### src/rtl/core_pkg.sv
// Shared definitions for the 5-stage RV64 core: datapath width, ALUOp
// encodings, major opcodes and the decoded control bundle.
package core_pkg;

  localparam int XLEN = 64;

  localparam logic [1:0] ALUOP_ADD = 2'b00;
  localparam logic [1:0] ALUOP_BR  = 2'b01;
  localparam logic [1:0] ALUOP_R   = 2'b10;

  localparam logic [6:0] OPC_LOAD   = 7'b0000011;
  localparam logic [6:0] OPC_STORE  = 7'b0100011;
  localparam logic [6:0] OPC_ITYPE  = 7'b0010011;
  localparam logic [6:0] OPC_RTYPE  = 7'b0110011;
  localparam logic [6:0] OPC_BRANCH = 7'b1100011;

  typedef struct packed {
    logic       branch;
    logic       mem_read;
    logic       mem_to_reg;
    logic [1:0] alu_op;
    logic       mem_write;
    logic       alu_src;
    logic       reg_write;
  } ctrl_t;

  localparam ctrl_t CTRL_NOP = '0;

endpackage

### src/rtl/hazard_detect.sv
// Load-use hazard detection between the load sitting in EX and the
// instruction being decoded in ID. Purely combinational.
module hazard_detect (
  input  logic       ex_valid,
  input  logic       ex_mem_read,
  input  logic [4:0] ex_rd,
  input  logic       id_valid,
  input  logic [4:0] id_rs1,
  input  logic [4:0] id_rs2,
  input  logic       id_alu_src,
  input  logic       id_mem_write,
  output logic       lu
);

  logic rs1_hit;
  logic rs2_hit;

  assign rs1_hit = (ex_rd == id_rs1);
  // Only R-type, store and branch actually read rs2; I-type/load reuse the field.
  assign rs2_hit = (ex_rd == id_rs2) & (~id_alu_src | id_mem_write);

  assign lu = ex_valid & ex_mem_read & (ex_rd != 5'd0) & id_valid & (rs1_hit | rs2_hit);

endmodule

### src/rtl/id_ex_stage.sv
// ID/EX pipeline register: registers control and operands into EX, inserts
// bubbles on load-use hazard or flush, and counts inserted bubbles.
module id_ex_stage #(
  parameter int XLEN  = 64,
  parameter int CNT_W = 32
) (
  input  logic             clk,
  input  logic             reset,
  input  logic             id_valid,
  input  logic             id_branch,
  input  logic             id_MemRead,
  input  logic             id_MemToReg,
  input  logic             id_MemWrite,
  input  logic             id_ALUSrc,
  input  logic             id_RegWrite,
  input  logic [1:0]       id_ALUOp,
  input  logic [XLEN-1:0]  id_pc,
  input  logic [XLEN-1:0]  id_rs1_data,
  input  logic [XLEN-1:0]  id_rs2_data,
  input  logic [XLEN-1:0]  id_imm,
  input  logic [4:0]       id_rs1,
  input  logic [4:0]       id_rs2,
  input  logic [4:0]       id_rd,
  input  logic [3:0]       id_funct,
  input  logic             flush,
  input  logic             hold,
  output logic             ex_valid,
  output logic             ex_branch,
  output logic             ex_MemRead,
  output logic             ex_MemToReg,
  output logic             ex_MemWrite,
  output logic             ex_ALUSrc,
  output logic             ex_RegWrite,
  output logic [1:0]       ex_ALUOp,
  output logic [XLEN-1:0]  ex_pc,
  output logic [XLEN-1:0]  ex_rs1_data,
  output logic [XLEN-1:0]  ex_rs2_data,
  output logic [XLEN-1:0]  ex_imm,
  output logic [4:0]       ex_rs1,
  output logic [4:0]       ex_rs2,
  output logic [4:0]       ex_rd,
  output logic [3:0]       ex_funct,
  output logic             stall,
  output logic [CNT_W-1:0] bubble_count
);

  import core_pkg::*;

  function automatic logic [CNT_W-1:0] sat_inc(input logic [CNT_W-1:0] v);
    return (&v) ? v : v + {{(CNT_W-1){1'b0}}, 1'b1};
  endfunction

  ctrl_t            id_ctrl;
  ctrl_t            ctrl_p1;
  logic             vld_p1;
  logic [XLEN-1:0]  pc_p1;
  logic [XLEN-1:0]  rs1_data_p1;
  logic [XLEN-1:0]  rs2_data_p1;
  logic [XLEN-1:0]  imm_p1;
  logic [4:0]       rs1_p1;
  logic [4:0]       rs2_p1;
  logic [4:0]       rd_p1;
  logic [3:0]       funct_p1;
  logic [CNT_W-1:0] bubble_cnt;
  logic             lu;
  logic             load_bubble;

  always_comb begin
    id_ctrl            = CTRL_NOP;
    id_ctrl.branch     = id_branch;
    id_ctrl.mem_read   = id_MemRead;
    id_ctrl.mem_to_reg = id_MemToReg;
    id_ctrl.alu_op     = id_ALUOp;
    id_ctrl.mem_write  = id_MemWrite;
    id_ctrl.alu_src    = id_ALUSrc;
    id_ctrl.reg_write  = id_RegWrite;
  end

  hazard_detect u_hazard (
    .ex_valid     (vld_p1),
    .ex_mem_read  (ctrl_p1.mem_read),
    .ex_rd        (rd_p1),
    .id_valid     (id_valid),
    .id_rs1       (id_rs1),
    .id_rs2       (id_rs2),
    .id_alu_src   (id_ALUSrc),
    .id_mem_write (id_MemWrite),
    .lu           (lu)
  );

  assign stall       = lu & ~flush;
  assign load_bubble = flush | lu;

  // ID -> EX boundary; a flush must land even while the pipe is held
  always_ff @(posedge clk or posedge reset) begin
    if (reset) begin
      vld_p1      <= 1'b0;
      ctrl_p1     <= CTRL_NOP;
      pc_p1       <= '0;
      rs1_data_p1 <= '0;
      rs2_data_p1 <= '0;
      imm_p1      <= '0;
      rs1_p1      <= '0;
      rs2_p1      <= '0;
      rd_p1       <= '0;
      funct_p1    <= '0;
      bubble_cnt  <= '0;
    end else if (flush | ~hold) begin
      pc_p1       <= id_pc;
      rs1_data_p1 <= id_rs1_data;
      rs2_data_p1 <= id_rs2_data;
      imm_p1      <= id_imm;
      rs1_p1      <= id_rs1;
      rs2_p1      <= id_rs2;
      rd_p1       <= id_rd;
      funct_p1    <= id_funct;
      if (load_bubble) begin
        vld_p1     <= 1'b0;
        ctrl_p1    <= CTRL_NOP;
        bubble_cnt <= sat_inc(bubble_cnt);
      end else begin
        vld_p1     <= id_valid;
        ctrl_p1    <= id_valid ? id_ctrl : CTRL_NOP;
      end
    end
  end

  assign ex_valid     = vld_p1;
  assign ex_branch    = ctrl_p1.branch;
  assign ex_MemRead   = ctrl_p1.mem_read;
  assign ex_MemToReg  = ctrl_p1.mem_to_reg;
  assign ex_ALUOp     = ctrl_p1.alu_op;
  assign ex_MemWrite  = ctrl_p1.mem_write;
  assign ex_ALUSrc    = ctrl_p1.alu_src;
  assign ex_RegWrite  = ctrl_p1.reg_write;
  assign ex_pc        = pc_p1;
  assign ex_rs1_data  = rs1_data_p1;
  assign ex_rs2_data  = rs2_data_p1;
  assign ex_imm       = imm_p1;
  assign ex_rs1       = rs1_p1;
  assign ex_rs2       = rs2_p1;
  assign ex_rd        = rd_p1;
  assign ex_funct     = funct_p1;
  assign bubble_count = bubble_cnt;

endmodule

### config.mk
export PLATFORM = sky130hd
export DESIGN_NAME = id_ex_stage
export DESIGN_NICKNAME = d
export VERILOG_FILES = /design/src/rtl/core_pkg.sv /design/src/rtl/hazard_detect.sv /design/src/rtl/id_ex_stage.sv
export SDC_FILE = /design/constraint.sdc
export NUM_CORES = 1
export LEC_CHECK = 0
export CAP_MARGIN = 20
export CORE_AREA = 2 2 234 236
export DETAILED_ROUTE_END_ITERATION = 12
export DIE_AREA = 0 0 236 238
export GPL_TIMING_DRIVEN = 1
export PLACE_DENSITY_LB_ADDON = 0.1
export SYNTH_ARGS = -nofsm -noshare
export SYNTH_HDL_FRONTEND = slang
export SYNTH_HIERARCHICAL = 1
export SYNTH_SLANG_ARGS = --single-unit
export TNS_END_PERCENT = 10
### constraint.sdc
create_clock -name clk -period 10.2 [get_ports clk]
set_input_delay 2.04 -clock clk [delete_from_list [all_inputs] [get_ports clk]]
set_output_delay 2.04 -clock clk [all_outputs]
set_load 0.01 [all_outputs]
==> flow_metrics.env <==
export IMPL_status="complete, no violations"
export IMPL_final_nets=2223
export IMPL_drt_iter0_drc=612
export IMPL_syn_inst=1343
export IMPL_worst_r2r_path_depth=9
export IMPL_setup_violations=0
export IMPL_finalClockSkew_ps=19.7
export IMPL_final_layout_size_suffix_gt1_share_pct=4.08
export IMPL_grt_usage_pct=17.7
export IMPL_final_util_pct=38.1
export IMPL_p_per_area_nw_per_um2=170
export IMPL_register_area_um2=7910
export IMPL_die_area_um2=56200
export IMPL_ctsResizeCount=0
export IMPL_syn_nets=1632
export IMPL_ir_drop_mv=0.0946
export IMPL_grt_start_max_net_pins=208
export IMPL_port_buffers=604
export IMPL_ys_ff_latch=316
export IMPL_post_cts_buffers=0
export IMPL_grt_pass1_vias=11234
export IMPL_synth_seq_area_share_pct=64.5
export IMPL_slowest_stage="clkdlybuf4s50_1"
export IMPL_path_class="in -> out"
export IMPL_critical_path_top_delay_family="buffers and inverters"
export IMPL_cts_root_buf="clkbuf_16"
export IMPL_p_leak_nw=9.65
export IMPL_wire_per_inst_um=18.9
export IMPL_max_stage_delay_ps=610
export IMPL_finalHoldViolCount=0
export IMPL_hp_class="reg -> reg"
export IMPL_synth_avg_cell_area_um2=9.13
export IMPL_dp_final_hpwl_um=36700
export IMPL_startpoint_type="input pin"
export IMPL_ff2ff_setup_slack_ps=7210
export IMPL_holdBufCountCts=0
export IMPL_critPathMaxFanout=4
export IMPL_critPathMostFrequentCell="clkdlybuf4s50_1"
export IMPL_clk_pin_slew_worst_paths_ps=50
export IMPL_antenna_found_initial=7
export IMPL_endpoint_kind="output port"
export IMPL_worst_endpoint_arrival_ps=4220
export IMPL_ys_warn_count=6
export IMPL_period_share_pct=61.3
export IMPL_slew_headroom_pct=11.4
export IMPL_synthesis_area_um2=12300
export IMPL_hold_start="ex_rs2_data[1]"
export IMPL_finalSetupTns_ps=0
export IMPL_die_y_um=238
export IMPL_worstHoldEndpoint="ex_rs2_data[1]"
export IMPL_die_w_um=236
export IMPL_cts_path_max_buffers=3
export IMPL_start_util_pct=22.9
export IMPL_pin_count=605
export IMPL_dr_pass1_iters=6
export IMPL_postRouteAntennaNets=0
export IMPL_multi_input_area_um2=4120
export IMPL_yosysUniqueCellTypes=37
export IMPL_hold_depth=2
export IMPL_htreeDepth=2
export IMPL_crit_required_ps=8160
export IMPL_num_vias=11001
export IMPL_rr_startpoint="ex_rd[3]"
export IMPL_via_per_inst=4.13
export IMPL_globalRouteOverflowTotal=0
export IMPL_cts_buffers=41
export IMPL_path_buf_inv=2
export IMPL_clock_sinks=316
export IMPL_crit_chain="clkdlybuf4s50_1 > xor2_1 > nor4_1 > nand3_1 > a21oi_1 > nor2b_1 > clkdlybuf4s50_1"
export IMPL_rsz0062_at_grt="false"
export IMPL_grt_pass1_wl_um=74600
export IMPL_core_um2=53500
export IMPL_clkLatencyLatePin_ps=550
export IMPL_tritoncts="built"
export IMPL_tightest_slew_ps=1330
export IMPL_drc=0
export IMPL_routed_wl_um=50200
export IMPL_final_max_slew_violation_count=0
export IMPL_syn_to_final_growth_pct=66.4
export IMPL_max_cap_violations=0
export IMPL_min_period_ps=6260
export IMPL_place_congestion=0.800
export IMPL_max_clock_freq_mhz=160
export IMPL_fillCellCount=5426
export IMPL_reg2reg_to="bubble_count[31]"
export IMPL_rows=85
-- through the flow --
stage	total power [mW]	area (um^2)	cells	hold slack, ps	setup slack (ps)
floorplan	1.65	12300	1343	507	3950
finish	3.46	20400	2663	461	3940
CTS	3.53	20400	2657	466	3970
detailed placement	2.08	19100	2587	454	3990
global route	3.64	20400	2658	478	3800
global placement	2.07	19000	2585	448	3900
-- worst register-to-register path, delay by kind of cell, from the launching register on --
family	cells	cell delay, ps
and+or+nand+nor	5	1170
AOI/OAI and AO/OA	2	890
DFF	1	460
xor gates and xnor gates	2	340
-- cell usage in the layout, fill, tap and decap left out, types with 4 or more instances in the layout --
cell / n
a22o_1: 8
and2_1: 6
and3_1: 9
and4_1: 7
buf_12: 5
clkbuf_1: 7
clkbuf_16: 43
clkbuf_8: 10
clkdlybuf4s50_1: 604
clkinv_2: 8
dfrtp_1: 316
diode_2: 6
nand2_1: 834
nand3_1: 9
nand4_1: 14
nor2_1: 4
xnor2_1: 21
xor2_1: 19
-- routing by layer --
| metal | GRT usage (%) | up-vias | share of wire (%) |
|---|---|---|---|
| met5 | 0 | - | 0.11 |
| met1 | 20.7 | 5248 | 39 |
| met4 | 5.23 | 8 | 2.4 |
| met2 | 30.7 | 343 | 51 |
| li1 | - | 5336 | - |
| met3 | 5.74 | 66 | 7.5 |
-- cells by family (layout without fill, tap and decap cells) --
logic type      count (synthesis)  in the layout  synth area share (%)
compound gates                 19             19                  1.31
xor+xnor                       40             40                  2.86
fa+ha+maj                       1              1                 0.102
buf+inv                        66            684                  2.08
flops                         316            316                  64.5
mux                             1              1                0.0918
other cells                     0              6                     0
simple gates                  900            900                  29.1
-- layout make-up --
class / count / share of cell area [%]
flip-flops and latches: 316 / 38.8
repair buffers: 611 / 30.2
multi-input cells: 961 / 20.2
clock buffers: 60 / 6.08
well taps: 696 / 4.27
clock inverters: 10 / 0.386
inverters: 3 / 0.0736
diodes: 6 / 0.0736
-- Yosys cell counts --
| library cell | number | area [um^2] |
|---|---|---|
| a211o_1 | 1 | 8.76 |
| a211oi_1 | 1 | 7.51 |
| a211oi_2 | 1 | 12.5 |
| a21o_1 | 1 | 7.51 |
| a21oi_1 | 2 | 10.0 |
| a22o_1 | 8 | 70.1 |
| a31oi_1 | 1 | 6.26 |
| a31oi_2 | 1 | 12.5 |
| a41oi_1 | 1 | 8.76 |
| and2_1 | 6 | 37.5 |
| and3_1 | 9 | 56.3 |
| and4_1 | 7 | 61.3 |
| buf_1 | 3 | 11.3 |
| buf_6 | 1 | 11.3 |
| clkbuf_1 | 59 | 221 |
| dfrtp_1 | 316 | 7910 |
| ha_1 | 1 | 12.5 |
| inv_1 | 3 | 11.3 |
| mux2_2 | 1 | 11.3 |
| nand2_1 | 835 | 3130 |
| nand2b_1 | 3 | 18.8 |
| nand3_1 | 9 | 45.0 |
| nand3_2 | 1 | 10.0 |
| nand4_1 | 14 | 87.6 |
| nand4_2 | 1 | 12.5 |
| nor2_1 | 5 | 18.8 |
| nor2b_1 | 1 | 6.26 |
| nor3_1 | 3 | 15.0 |
| nor3b_1 | 1 | 7.51 |
| nor4_1 | 2 | 12.5 |
| nor4_4 | 1 | 21.3 |
| nor4b_2 | 1 | 15.0 |
| o2111ai_1 | 1 | 8.76 |
| o31ai_1 | 1 | 7.51 |
| or4_1 | 1 | 7.51 |
| xnor2_1 | 21 | 184 |
| xor2_1 | 19 | 166 |
-- registers in the layout, indices dropped and copies added (netlist names), 2 cells and up --
name          flops
ex_imm           64
ex_pc            64
ex_rs1_data      64
ex_rs2_data      64
bubble_count     32
ex_rd             5
ex_rs1            5
ex_rs2            5
ex_funct          4
ex_ALUOp          2
-- power by group --
part	leakage (nW)	switching (mW)	internal, mW
clock network	0.660	0.557	0.862
logic	5.16	0.276	0.335
registers	3.83	0.0737	1.36
total	9.65	0.906	2.56
-- worst max-delay path by stage --
stage              start               to  slack [ps]  cells after the start
5_1_grt        id_rs2[2]            stall        3800                      7
3_3_place_gp   id_rs2[3]            stall        3900                      7
6_report       id_rs2[3]            stall        3940                      7
2_1_floorplan      reset  bubble_count[0]        3950                      1
4_1_cts        id_rs2[3]            stall        3970                      7
3_5_place_dp   id_rs2[3]            stall        3990                      7
(Power assumes the default switching activity.)
